File: config.mk
export PLATFORM = sky130hd
export DESIGN_NAME = key_conditioner
export DESIGN_NICKNAME = d
export VERILOG_FILES = /design/src/rtl/key_conditioner.sv
export SDC_FILE = /design/constraint.sdc
export NUM_CORES = 1
export LEC_CHECK = 0
export ABC_AREA = 1
export CORE_ASPECT_RATIO = 0.8
export CORE_UTILIZATION = 26
export CTS_BUF_LIST = sky130_fd_sc_hd__clkbuf_8
export CTS_CLUSTER_DIAMETER = 60
export DETAILED_ROUTE_END_ITERATION = 7
export GPL_ROUTABILITY_DRIVEN = 0
export PLACE_DENSITY = 0.5
export SYNTH_ARGS = -nofsm -noshare
export SYNTH_HDL_FRONTEND = slang
export SYNTH_SLANG_ARGS = --single-unit
File: constraint.sdc
create_clock -name clk -period 10.15 [get_ports clk]
set_input_delay 2.03 -clock clk [delete_from_list [all_inputs] [get_ports clk]]
set_output_delay 2.03 -clock clk [all_outputs]
set_load 0.05 [all_outputs]
File: src/rtl/key_conditioner.sv
// ---------------------------------------------------------------------------
// key_conditioner
//   Front end for the six-button watch UI. Each raw active-low button is
//   synchronised, debounced and turned into clean events for the mode blocks.
//
//   Ports
//     clk      : system clock, rising edge
//     rst      : asynchronous active-high reset
//     key_n_i  : raw buttons, active low ([0]up [1]down [2]left [3]right
//                [4]enter [5]esc)
//     press_o  : one-cycle pulse per accepted press or auto-repeat
//     held_o   : debounced pressed level (1 = pressed)
//     any_o    : OR of held_o
//     long_o   : one-cycle long-press pulse (only with KEY_LONG_PRESS_EN,
//                otherwise constant 0)
//
//   Optional feature macro: KEY_LONG_PRESS_EN
// ---------------------------------------------------------------------------
module key_conditioner #(
    parameter int         DEB_CYCLES   = 20000,
    parameter int         REPEAT_DELAY = 500000,
    parameter int         REPEAT_RATE  = 100000,
    parameter logic [5:0] REPEAT_MASK  = 6'b000011,
    parameter int         LONG_CYCLES  = 2000000
) (
    input  logic       clk,
    input  logic       rst,
    input  logic [5:0] key_n_i,
    output logic [5:0] press_o,
    output logic [5:0] held_o,
    output logic       any_o,
    output logic [5:0] long_o
);

    localparam int MAX_A = (DEB_CYCLES > REPEAT_DELAY) ? DEB_CYCLES : REPEAT_DELAY;
    localparam int MAX_B = (MAX_A > REPEAT_RATE) ? MAX_A : REPEAT_RATE;
    localparam int MAX_P = (MAX_B > LONG_CYCLES) ? MAX_B : LONG_CYCLES;
    localparam int CW    = $clog2(MAX_P) + 1;

    typedef enum logic [1:0] {
        ST_IDLE,
        ST_DELAY,
        ST_REPEAT
    } state_t;

    // Synchroniser flops keep the raw (active-low) polarity so that their
    // reset value of 1 means "released".
    logic [5:0]    r_s1;
    logic [5:0]    r_s2;
    logic [5:0]    w_lvl;
    logic [5:0]    r_held;
    logic [CW-1:0] r_deb_cnt [6];
    logic [5:0]    w_toggle;
    logic [5:0]    w_rise;
    logic [5:0]    w_fall;

    state_t        r_state   [6];
    state_t        w_state_nxt [6];
    logic [CW-1:0] r_rep_cnt [6];
    logic [CW-1:0] w_rep_nxt [6];
    logic [5:0]    w_press_nxt;
    logic [5:0]    r_press;

    always_ff @(posedge clk or posedge rst) begin
        if (rst) begin
            r_s1 <= '1;
            r_s2 <= '1;
        end else begin
            r_s1 <= key_n_i;
            r_s2 <= r_s1;
        end
    end

    assign w_lvl = ~r_s2;

    // The counter runs while the synchronised level disagrees with the held
    // level; the level is accepted once the disagreement has persisted for
    // DEB_CYCLES samples beyond the first one, which puts a clean press on
    // held_o DEB_CYCLES+2 edges after it is first sampled.
    always_comb begin
        for (int k = 0; k < 6; k++) begin
            w_toggle[k] = (w_lvl[k] != r_held[k]) && (r_deb_cnt[k] == CW'(DEB_CYCLES));
        end
    end

    assign w_rise = w_toggle & ~r_held;
    assign w_fall = w_toggle & r_held;

    always_ff @(posedge clk or posedge rst) begin
        if (rst) begin
            r_held <= '0;
            for (int k = 0; k < 6; k++) begin
                r_deb_cnt[k] <= '0;
            end
        end else begin
            for (int k = 0; k < 6; k++) begin
                if (w_lvl[k] == r_held[k]) begin
                    r_deb_cnt[k] <= '0;
                end else if (w_toggle[k]) begin
                    r_held[k]    <= ~r_held[k];
                    r_deb_cnt[k] <= '0;
                end else begin
                    r_deb_cnt[k] <= r_deb_cnt[k] + 1'b1;
                end
            end
        end
    end

    // Per-key press / auto-repeat FSM, state register
    always_ff @(posedge clk or posedge rst) begin
        if (rst) begin
            r_press <= '0;
            for (int k = 0; k < 6; k++) begin
                r_state[k]   <= ST_IDLE;
                r_rep_cnt[k] <= '0;
            end
        end else begin
            r_press <= w_press_nxt;
            for (int k = 0; k < 6; k++) begin
                r_state[k]   <= w_state_nxt[k];
                r_rep_cnt[k] <= w_rep_nxt[k];
            end
        end
    end

    // Per-key FSM, next state and pulse. A release always wins over a repeat
    // that would fall on the same edge.
    always_comb begin
        w_press_nxt = '0;
        for (int k = 0; k < 6; k++) begin
            w_state_nxt[k] = r_state[k];
            w_rep_nxt[k]   = r_rep_cnt[k];
            if (w_fall[k]) begin
                w_state_nxt[k] = ST_IDLE;
                w_rep_nxt[k]   = '0;
            end else begin
                case (r_state[k])
                    ST_IDLE: begin
                        w_rep_nxt[k] = '0;
                        if (w_rise[k]) begin
                            w_press_nxt[k] = 1'b1;
                            w_state_nxt[k] = ST_DELAY;
                        end
                    end
                    ST_DELAY: begin
                        if (REPEAT_MASK[k] && (r_rep_cnt[k] == CW'(REPEAT_DELAY - 1))) begin
                            w_press_nxt[k] = 1'b1;
                            w_state_nxt[k] = ST_REPEAT;
                            w_rep_nxt[k]   = '0;
                        end else if (r_rep_cnt[k] != '1) begin
                            w_rep_nxt[k] = r_rep_cnt[k] + 1'b1;
                        end
                    end
                    ST_REPEAT: begin
                        if (r_rep_cnt[k] == CW'(REPEAT_RATE - 1)) begin
                            w_press_nxt[k] = 1'b1;
                            w_rep_nxt[k]   = '0;
                        end else if (r_rep_cnt[k] != '1) begin
                            w_rep_nxt[k] = r_rep_cnt[k] + 1'b1;
                        end
                    end
                    default: begin
                        w_state_nxt[k] = ST_IDLE;
                        w_rep_nxt[k]   = '0;
                    end
                endcase
            end
        end
    end

`ifdef KEY_LONG_PRESS_EN
    logic [CW-1:0] r_long_cnt [6];
    logic [5:0]    r_long;

    // long counter saturates at LONG_CYCLES so the pulse fires once per press
    always_ff @(posedge clk or posedge rst) begin
        if (rst) begin
            r_long <= '0;
            for (int k = 0; k < 6; k++) begin
                r_long_cnt[k] <= '0;
            end
        end else begin
            for (int k = 0; k < 6; k++) begin
                r_long[k] <= 1'b0;
                if (w_fall[k] || w_rise[k]) begin
                    r_long_cnt[k] <= '0;
                end else if (r_held[k] && (r_long_cnt[k] != CW'(LONG_CYCLES))) begin
                    if (r_long_cnt[k] == CW'(LONG_CYCLES - 1)) begin
                        r_long[k] <= 1'b1;
                    end
                    r_long_cnt[k] <= r_long_cnt[k] + 1'b1;
                end
            end
        end
    end

    assign long_o = r_long;
`else
    assign long_o = '0;
`endif

    assign press_o = r_press;
    assign held_o  = r_held;
    assign any_o   = |r_held;

endmodule

==> flow_summary.toml <==
[outcome]
status = "completed"

[worst_setup_path]
startpoint = "held_o[0]"
cpPeakStageDelay_ns = 0.73
crit_chain = "nor4_1, nand3_1, clkdlybuf4s50_1"
timing.rr.start = "held_o[2]"
worst_setup_path_start_kind = "flop"
endpoint_kind = "primary output"
path_class = "reg2out"
required_ns = 8.12
path_max_fanout = 6
crit_arrival_ns = 2.25
cp_slowest_cell = "clkdlybuf4s50_1"

[power]
power.density_mw_per_mm2 = 122
power_mw = 1.74
internal_power_mw = 1.31
ir_drop_mv = 0.0665
p_seq_frac = 0.487
switching_share = 0.247
leakagePower_nw = 6.19
power_frac_comb = 0.037
pwr-share-clk = 0.476
power.switching_uw = 431

[synth]
ys_seq_elements = 208
synthCells = 1728
netlist_area_sq_mm = 0.0126
avgSynthCellArea_sq_um = 7.28
synth_cell_type_count = 42
yosysSeqAreaShare = 0.415
yosys_warnings = 0

[floorplan]
die_height_um = 199
die_area_sq_mm = 0.0493
coreArea_sq_mm = 0.0473
io_pins = 27
start_util = 0.266
die-width_um = 248
num_rows = 71

[clocking]
cts_setup_buffers = 0
clock_latency_ns = 0.59
clk_pin_slew_worst_paths_ns = 0.05
cts_sinks = 208
clock_path_buffers = 3
cts_root_buf = "clkbuf_8"
cts_made_buffers = 40
cts-resized-gates = 0
tritoncts = "built"
ctsHoldBuffers = 0
htreeDepth = 2

[route]
vias_per_cell = 4.62
drtIter0Drc = 823
avgRoutedWirePerCell_um = 13.1
drc = 0
vias = 11200
first_pass_iters = 5
wl_um = 31900
ant_nets = 0

[global_route]
grt_overflow = 0
grt_pass1_vias = 10800
grt_first_pass_wirelength_um = 54300
grt_max_degree = 139
track_usage = 0.136
antenna_found_initial = 0

[placement]
place_inst = 2357
hpwl_um = 23200
placement.io_buffers = 20
placement.cell_area_sq_mm = 0.0135
dp_slack_ns = 5.79

[hold_path]
min-delay-start = "r_s1[4]"
hp-class = "reg2reg"

[cells_and_area]
syn2layout_area_growth_pct = 13.5
design_area_sq_mm = 0.0143
fill_cells = 5128
post-route-util = 0.302
drive_gt1_frac = 0.0735
regArea_sq_mm = 0.00522
final_nets = 1811
instances_no_fill = 2430
multi_input_area_sq_mm = 0.00635
diodes = 0

[sta]
rsz0062_at_grt = "false"
fin_ws_ns = 5.87
tightest_slew_ns = 0.962
whs_ns = 0.343
fin_crit_sh = 0.422
final_max_slew_viol_count = 0
relSlewSlack = 0.359
setup_viol = 0
fmax_mhz = 233
finalCriticalPeriod_ns = 4.28
finalHoldViolations = 0
final.setup_skew_ns = 0.0372
fin_setup_tns_ns = 0

[flow_run]
maxCapViolCount = 0
synth_stat cells, drive strengths merged:
master    n  area share
nand2   362        0.11
buf      11      0.0073
dfrtp   196        0.39
dfstp    12       0.025
nor2    343        0.11
xor2     88       0.062
o21ai    19      0.0076
o21bai    2      0.0012
nand3b    3      0.0018
a31oi     5      0.0025
nor3b     4      0.0024
xnor2    10      0.0076
ha       24       0.024
clkbuf    8      0.0024
nand4    85       0.043
a21oi    21      0.0084
conb      1     0.00030
o211ai    4      0.0024
nor3    107       0.044
nor4      9      0.0045
and2      3      0.0015
nand3   158       0.065
o211a     1     0.00080
or2       9      0.0045
a31o      1     0.00070
inv     242       0.072
critical path, delay by kind of cell (launching register included):
family / cells / cell delay [ns]
simple gates: 2 / 0.47
flops: 1 / 0.50
buf+inv: 1 / 0.73
logic make-up (layout without fill, tap and decap cells):
kind of cell	Yosys count	in the layout	share of synthesized area
and+or+nand+nor	1083	1083	0.386
buffers and inverters	261	338	0.0820
DFF	208	208	0.415
xor gates and xnor gates	98	98	0.0694
AOI/OAI and AO/OA	53	53	0.0235
adders and majority gates	24	24	0.0239
other	1	6	0.000298
placed cells by master (no fill, tap or decap), drive strengths merged, types with 5 or more instances in the layout:
cell type | netlist | layout
nor3 | 107 | 107
xnor2 | 10 | 10
clkinv | 0 | 6
o21ai | 19 | 19
or2 | 9 | 9
dfstp | 12 | 12
ha | 24 | 24
clkbuf | 8 | 48
xor2 | 88 | 88
conb | 1 | 6
nand4 | 85 | 85
nor2 | 343 | 343
nand3 | 158 | 158
dfrtp | 196 | 196
a31oi | 5 | 5
clkdlybuf4s50 | 0 | 20
inv | 242 | 259
a21oi | 21 | 21
nor4 | 9 | 9
nand2 | 362 | 362
final timing paths:
kind	to	slack [ns]	cells past startpoint
max	any_o	5.87	3
min	r_s2[4]	0.34	0
max reg2reg	press_o[2]	8.08	5
min reg2reg	r_s2[4]	0.34	0
max in group asynchronous	r_deb_cnt[64]	6.53	3
min in group asynchronous	press_o[4]	2.09	2
layout make-up:
type / count / share of cell area
Inverter: 242 / 0.0643
Tap cell: 620 / 0.0543
Clock buffer: 48 / 0.0463
Sequential cell: 208 / 0.365
Clock inverter: 25 / 0.00955
Multi-Input combinational cell: 1264 / 0.445
Timing Repair Buffer: 23 / 0.0156
power groups by stage:
stage	clock network (mW)	registers, mW	logic, mW
6_report	0.828	0.848	0.0648
5_1_grt	0.909	0.849	0.0756
4_1_cts	0.876	0.848	0.0670
3_5_place_dp	0	0.863	0.0669
3_3_place_gp	0	0.863	0.0660
2_1_floorplan	0	0.860	0.0491
routing by layer:
layer,part of all wire,global-route usage,vias up,wire length [um]
li1,-,-,5638,-
met1,0.51,0.201,5221,16400
met2,0.40,0.191,309,12900
met3,0.059,0.0258,47,1870
met4,0.023,0.0534,0,724
met5,0,0,-,0
flip-flops by register name, indices dropped and copies added (netlist names):
name       cells
r_deb_cnt    132
r_rep_cnt     44
r_state        8
held_o         6
press_o        6
r_s1           6
r_s2           6
Power figures use the tool's default switching activity.
